--- config.mk ---
export PLATFORM = sky130hd
export DESIGN_NAME = led_mode_ctrl
export DESIGN_NICKNAME = d
export VERILOG_FILES = /design/src/rtl/led_mode_ctrl.sv
export SDC_FILE = /design/constraint.sdc
export NUM_CORES = 1
export LEC_CHECK = 0
export BUFFER_PORTS_ARGS = -buffer_cell sky130_fd_sc_hd__buf_2
export CAP_MARGIN = 10
export CORE_MARGIN = 1
export CORE_UTILIZATION = 45
export DETAILED_ROUTE_END_ITERATION = 10
export PLACE_DENSITY = 0.75
export SLEW_MARGIN = 20
export SYNTH_ARGS = -nofsm -noshare
export SYNTH_HDL_FRONTEND = slang
export SYNTH_SLANG_ARGS = --single-unit
--- constraint.sdc ---
create_clock -name clk -period 2.1 [get_ports clk]
set_clock_uncertainty 0.2 [all_clocks]
set_input_delay 0.105 -clock clk [delete_from_list [all_inputs] [get_ports clk]]
set_output_delay 0.105 -clock clk [all_outputs]
set_load 0.03 [all_outputs]
--- src/rtl/led_mode_ctrl.sv ---
// LED bank output stage: debounced mode button, blanking reset to the pattern
// drivers on mode change, pattern mux, global PWM dimming and pin polarity.
module led_mode_ctrl #(
  parameter int NUM_MODES       = 4,
  parameter int MODE_W          = 2,
  parameter int DEBOUNCE_CYCLES = 1000,
  parameter int BLANK_CYCLES    = 16,
  parameter int PWM_BITS        = 4,
  parameter bit ACTIVE_LOW      = 1'b1
) (
  input  logic                   clk,
  input  logic                   rst_n,
  input  logic                   key_n,
  input  logic [8*NUM_MODES-1:0] mode_leds,
  input  logic [PWM_BITS-1:0]    brightness,
  output logic [7:0]             led_pin,
  output logic [MODE_W-1:0]      mode_sel,
  output logic                   mode_rst_n,
  output logic                   mode_changed
);

  localparam int DB_W = $clog2(DEBOUNCE_CYCLES);
  localparam int BL_W = (BLANK_CYCLES > 1) ? $clog2(BLANK_CYCLES) : 1;
  localparam logic [DB_W-1:0]   DB_LAST   = DB_W'(DEBOUNCE_CYCLES - 1);
  localparam logic [BL_W-1:0]   BL_LAST   = BL_W'(BLANK_CYCLES - 1);
  localparam logic [MODE_W-1:0] LAST_MODE = MODE_W'(NUM_MODES - 1);
  localparam logic [7:0]        LED_OFF   = ACTIVE_LOW ? 8'hFF : 8'h00;

  typedef enum logic {S_RUN, S_BLANK} state_e;

  logic [1:0]          key_sync_q;
  logic                stable_q;
  logic [DB_W-1:0]     db_cnt_q;
  state_e              state_q;
  logic [BL_W-1:0]     blank_cnt_q;
  logic [MODE_W-1:0]   mode_sel_q;
  logic                mode_rst_n_q;
  logic                mode_changed_q;
  logic [PWM_BITS-1:0] pwm_cnt_q;
  logic [PWM_BITS-1:0] bright_q;
  logic [7:0]          led_pin_q;

  logic       key_s;
  logic       press_d;
  logic       pwm_on;
  logic [7:0] pat_d;
  logic [7:0] raw_d;
  logic [7:0] led_d;

  assign key_s = key_sync_q[1];
  // Press is recognised on the same edge that commits stable 1->0.
  assign press_d = stable_q & ~key_s & (db_cnt_q == DB_LAST);

  always_ff @(posedge clk or negedge rst_n) begin
    if (!rst_n) begin
      key_sync_q <= 2'b11;
      stable_q   <= 1'b1;
      db_cnt_q   <= '0;
    end else begin
      key_sync_q <= {key_sync_q[0], key_n};
      if (key_s == stable_q) begin
        db_cnt_q <= '0;
      end else if (db_cnt_q == DB_LAST) begin
        stable_q <= key_s;
        db_cnt_q <= '0;
      end else begin
        db_cnt_q <= db_cnt_q + DB_W'(1);
      end
    end
  end

  always_ff @(posedge clk or negedge rst_n) begin
    if (!rst_n) begin
      state_q        <= S_BLANK;
      blank_cnt_q    <= '0;
      mode_sel_q     <= '0;
      mode_rst_n_q   <= 1'b0;
      mode_changed_q <= 1'b0;
    end else begin
      mode_changed_q <= 1'b0;
      case (state_q)
        S_RUN: begin
          mode_rst_n_q <= 1'b1;
          if (press_d) begin
            mode_sel_q     <= (mode_sel_q == LAST_MODE) ? '0 : mode_sel_q + MODE_W'(1);
            mode_changed_q <= 1'b1;
            blank_cnt_q    <= '0;
            state_q        <= S_BLANK;
            mode_rst_n_q   <= 1'b0;
          end
        end
        default: begin
          // Presses arriving here are dropped; the drivers stay in reset.
          blank_cnt_q  <= blank_cnt_q + BL_W'(1);
          mode_rst_n_q <= 1'b0;
          if (blank_cnt_q == BL_LAST) begin
            state_q      <= S_RUN;
            mode_rst_n_q <= 1'b1;
          end
        end
      endcase
    end
  end

  always_ff @(posedge clk or negedge rst_n) begin
    if (!rst_n) begin
      pwm_cnt_q <= '0;
      bright_q  <= '0;
      led_pin_q <= LED_OFF;
    end else begin
      pwm_cnt_q <= pwm_cnt_q + PWM_BITS'(1);
      if (pwm_cnt_q == '0) bright_q <= brightness;
      led_pin_q <= led_d;
    end
  end

  assign pwm_on = (pwm_cnt_q < bright_q);

  // Out-of-range selects fall back to the mode 0 pattern.
  always_comb begin
    pat_d = mode_leds[7:0];
    for (int i = 1; i < NUM_MODES; i++) begin
      if (mode_sel_q == MODE_W'(i)) pat_d = mode_leds[8*i +: 8];
    end
    raw_d = (state_q == S_RUN && pwm_on) ? pat_d : 8'h00;
    led_d = ACTIVE_LOW ? ~raw_d : raw_d;
  end

  assign led_pin      = led_pin_q;
  assign mode_sel     = mode_sel_q;
  assign mode_rst_n   = mode_rst_n_q;
  assign mode_changed = mode_changed_q;

endmodule
# Word level (Yosys, flattened, before mapping)

Index checks and enable logic that the tools add are counted.

Register bits after elaboration: 38
Input port bits: 39
Output and inout port bits: 12
Logic and storage cells: 49

Add/subtract/negate cells: 4
Magnitude comparators: 1
Eq/ne operators: 6
Mux-type cells: 16
Bitwise gates (word level): 6
Reduce and logical (&&, ||, !) cells: 5

Operator list:

| kind                                           | number |
|---|---|
| 2-to-1 mux 8 bit                               | 4 |
| 2-to-1 mux 10 bit                              | 2 |
| adder 10 x 1 -> 10 bit (second input constant) | 1 |
| == test 10 bit (second input constant)         | 1 |
| adder 4 x 1 -> 4 bit (second input constant)   | 2 |
| 2-to-1 mux 4 bit                               | 2 |
| inverter 8 bit                                 | 1 |
| 2-to-1 mux 1 bit                               | 7 |
| == test 2 bit (second input constant)          | 2 |
| == test 4 bit (second input constant)          | 1 |
| zero test 4 bit                                | 1 |
| less-than comparator 4 bit                     | 1 |
| AND reduction 2 bit                            | 2 |
| inverter 1 bit                                 | 3 |
| adder 2 x 1 -> 2 bit (second input constant)   | 1 |
| bitwise AND 1 bit                              | 2 |
| == test 2 x 1 -> 1 bit (second input constant) | 1 |
| 2-to-1 mux 2 bit                               | 1 |
| nonzero test 2 bit                             | 1 |
| == test 1 bit                                  | 1 |
| logical AND 1 bit                              | 1 |

# Longest topological paths before layout

Word-level depth: 6
Gate-level depth with buffers: 6
Gate-level depth less buffers: 5

# Least setup slack after synthesis

No wires, ideal clock.

Path kind: reg-to-reg
From: reg db_cnt_q[0]
To: reg mode_sel_q[0], in the netlist mode_sel[0]
Library setup time: 0.125 ns
Arrival: 1.483 ns
Data required time: 1.775 ns
Path slack: 0.292 ns
Cell stages (with the launch flop): 6
Buffers on the path: 1
Period minus slack after synthesis: 1.808 ns
Cells stage by stage: dfrtp_1 ha_1 and4bb_4 and4_4 buf_6 mux2_4

Cells in the longest elaborated chain, start to end: 3

RTL lines:

| element                              | RTL line | source |
|---|---|---|
| from (decl)                          | 33       | `logic [DB_W-1:0] db_cnt_q;` |
| from (signal assigned)               | 67       | `db_cnt_q <= db_cnt_q + DB_W'(1);` |
| == test 10 bit                       | 52       | `assign press_d = stable_q & ~key_s & (db_cnt_q == DB_LAST);` |
| bitwise AND 1 bit                    | 52       |  |
| AND reduction 2 bit (no source line) | -        |  |
| to (signal assigned)                 | 85       | `mode_sel_q <= (mode_sel_q == LAST_MODE) ? '0 : mode_sel_q + MODE_W'(1);` |
| to (decl)                            | 36       | `logic [MODE_W-1:0] mode_sel_q;` |

Every way passes these cells.
A chain may end at the register's enable or synchronous reset.

# Worst setup path in the final report

From: reg mode_sel_q[1], in the netlist mode_sel[1]
To: reg led_pin_q[4], in the netlist led_pin[4]

Cells in the longest elaborated chain, start to end: 6
Elaborated cells between the ends (all ways): 8
Those cells by class: eq/ne (3); mux (4); bitwise (1)

RTL lines:

| element                        | RTL line | source |
|---|---|---|
| == test 2 x 1 -> 1 bit         | 123      | `if (mode_sel_q == MODE_W'(i)) pat_d = mode_leds[8*i +: 8];` |
| 2-to-1 mux 8 bit (2 in series) | 123      |  |
| 2-to-1 mux 8 bit *             | 123      |  |
| 2-to-1 mux 8 bit *             | 125      | `raw_d = (state_q == S_RUN && pwm_on) ? pat_d : 8'h00;` |
| inverter 8 bit *               | 126      | `led_d = ACTIVE_LOW ? ~raw_d : raw_d;` |
| net led_d[4]                   | 48       | `logic [7:0] led_d;` |
| to (signal assigned)           | 113      | `led_pin_q <= led_d;` |
| to (decl)                      | 41       | `logic [7:0] led_pin_q;` |

The timed path passes the listed nets; every way through them passes the cells marked *.

==> impl_results.md <==
- Resize count post-CTS: 0
- Worst R2R Path Depth: 5
- Initial antenna violation count: 0
- Clock share of power: 0.362
- WHS Path Cells: 4
- Die width: 69.9 um
- Sw Pwr: 0.349 mW
- Cell Area, Synth: 2070 um^2
- Yosys cell types: 42
- DP Wirelength: 2810 um
- First-pass GRT wire length: 7140 um
- Syn_area_per_cell: 10.5 um^2
- Largest net degree at the start of global routing: 39
- Worst reg2reg path endpoint: led_pin[4]
- Wirelength per Cell: 13.0 um
- Io pins: 51
- Max-slew violation count: 0
- DP Area: 2350 um^2
- Slowest-stage cell, CP: ha_1
- Register area: 966 um^2
- Critical Path RT: 2.10 ns
- Critical path type: reg2reg
- Die ar.: 4880 um^2
- Register share of total power: 0.534
- Gr ovfl total: 0
- CTS tree: done
- Post-Layout Inst Area: 2590 um^2
- Drt pass-1 iters: 4
- Power Dens Cells: 558 nW/um^2
- Initial DRC count: 55
- Net Sw Frac: 0.242
- Setup ws final: 0.194 ns
- Internal power: 1.10 mW
- GPL Wtd Cong: 0.791
- Max_cap viols: 0
- Fin. Hold Viols: 0
- WHS Endpoint: led_pin[2]
- Placed Cells: 292
- # Post-CTS Setup Buffers: 0
- Routed wire length: 4080 um
- Post-Route Setup TNS: 0 ns
- RSZ-0062 raised after global routing: false
- Combinational power share: 0.104
- Cell count after synthesis: 197
- H-tree lvl count: 2
- Area of the multi-input gates: 998 um^2
- Pre-CTS WS: 0.253 ns
- Main synth FF type: dfrtp_1
- Clock-pin transition on the worst setup and hold timing paths: 0.08 ns
- Global-route usage over all layers: 0.183
- Power Total: 1.44 mW
- Reg2Reg Setup Slack: 0.19 ns
- Clock sink total: 38
- Layout area overhead: 24.8%
- Syn nets: 247
- Peak Freq: 0.525 GHz
- Number of port buffers: 50
- Initial Util: 0.473
- Non-Filler Instances: 314
- Share of layout cells above drive strength 1: 0.317
- TritonCTS buffer count: 5
- Seq/Total Area, Yosys: 0.466
- Vias in the first global route: 1,545
- Root buffer cell: clkbuf_8
- Yosys warnings: 0
- Tmin final: 1.91 ns
- Status: completed
- Post-DRT Antenna Nets: 0
- Critical-path cell list: inv_1 > ha_1 > mux2i_1 > a211oi_1 > o221ai_1
- Yosys reg bits: 38
- Synth area leaders: dfrtp_1 31%, dfstp_2 15%, ha_1 6.6%
- Most numerous cell in the Yosys netlist: dfrtp_1
- Number of diodes: 0
- Critical path startpoint category: flip-flop
- CP Max Fanout: 8
- WP data arrival: 1.90 ns
- Synth top cells by count: 26 x dfrtp_1, 12 x dfstp_2, 12 x inv_1
- Row count: 24
- Final setup vio count: 0
- Top cell type by total area after synthesis: dfrtp_1
- Fill cells: 371
- Vias: 1,645
- Reg-to-reg startpoint: mode_sel[1]
- Crit end category: flip-flop
- DRC Markers: 0
- Die height: 69.9 um
- CTS Buffer Depth: 2
- Asr flop ratio synth: 1.00
- Fin nets: 311
- Period Utilization, post-route: 0.908
- Worst-margin pin slew: 0.808 ns
- Max VDD drop: 0.417 mV
- Skew-Pair Late Insertion Delay: 0.28 ns
- Share of the synthesized area in the top cell type: 0.314
- Slew HR: 0.461
- Leak: 1.15 nW
- Routed vias/inst: 5.24
- Hold path startpoint: mode_leds[18]
- Hold/Removal Path Class: in2reg
- EDFF count, synth: 0
- Core Footprint: 4380 um^2
- CP peak stage delay: 0.43 ns
-- how the worst max path moves through the flow --
stage	from	to	slack [ns]	depth (start not counted)
after floorplan	db_cnt_q[0]	mode_sel[0]	0.29	5
after global placement	mode_sel[1]	led_pin[0]	0.28	5
after detailed placement	mode_sel[1]	led_pin[0]	0.25	5
after CTS	mode_sel[1]	led_pin[4]	0.19	5
after global routing	mode_sel[1]	led_pin[4]	0.06	5
final	mode_sel[1]	led_pin[4]	0.19	5
-- critical path: cells and delay by family (launching register included) --
family / cells / cell delay (ns)
flops: 1 / 0.41
compound gates: 2 / 0.53
mux: 1 / 0.16
buf+inv: 1 / 0.09
fa+ha+maj: 1 / 0.43
-- flip-flops by register name, summed over array words and instances, names as in the netlist --
| name | count |
|---|---|
| blank_cnt_q | 4 |
| bright_q | 4 |
| db_cnt_q | 10 |
| key_sync_q | 2 |
| led_pin | 8 |
| mode_changed | 1 |
| mode_rst_n | 1 |
| mode_sel | 2 |
| pwm_cnt_q | 4 |
| stable_q | 1 |
| state_q | 1 |
-- per-stage QoR --
| stage | util | hold WS (ns) |
|---|---|---|
| 3_5_place_dp | 0.536 | 0.0136 |
| 6_report | 0.590 | 0.0564 |
| 4_1_cts | 0.590 | 0.0512 |
| 5_1_grt | 0.590 | 0.0684 |
| 2_1_floorplan | - | -0.391 |
| 3_3_place_gp | 0.536 | 0.0105 |
-- power by group through the flow --
| stage | sequential [mW] | combinational [mW] | clock [mW] |
|---|---|---|---|
| after floorplan | 0.802 | 0.0440 | 0 |
| after detailed placement | 0.785 | 0.130 | 0 |
| after global routing | 0.774 | 0.165 | 0.569 |
| after global placement | 0.783 | 0.128 | 0 |
| final | 0.771 | 0.150 | 0.523 |
| after CTS | 0.771 | 0.150 | 0.533 |
-- cells by family after synthesis --
logic type	share of synthesized area
flops	0.466
fa+ha+maj	0.0664
mux	0.0664
xor+xnor	0.0254
buf+inv	0.0519
simple gates	0.197
compound gates	0.127
-- cells in the final DEF (no fill, tap or decap), drive strengths merged, types with 8 or more instances in the layout --
| master | count |
|---|---|
| nand2 | 11 |
| ha | 11 |
| nand3 | 8 |
| dlygate4sd3 | 14 |
| inv | 12 |
| and2 | 9 |
| mux2i | 10 |
| dfrtp | 26 |
| dfstp | 12 |
| nor2b | 11 |
| a211oi | 9 |
| buf | 53 |
| nor2 | 8 |
| o221ai | 8 |
| o21ai | 9 |
-- layer usage --
| metal | part of all wire | vias up | track usage |
|---|---|---|---|
| met3 | 0.036 | 11 | 0.0418 |
| met5 | 0 | - | 0 |
| met1 | 0.49 | 762 | 0.255 |
| li1 | - | 829 | - |
| met4 | 0.024 | 0 | 0.0689 |
| met2 | 0.45 | 43 | 0.277 |
-- area by class of cell --
cell class | count | share of cell area
inverters | 13 | 0.0189
well taps | 52 | 0.0252
multi-input cells | 136 | 0.386
flip-flops and latches | 38 | 0.373
repair buffers | 67 | 0.160
clock buffers | 6 | 0.0319
clock inverters | 2 | 0.00484
-- timing repair --
item,CTS,global route
endpoints found under the hold margin,39,0
endpoints found under the setup margin,0,0
hold buffers,14,0
No activity file was read; power rests on OpenSTA's default activity.
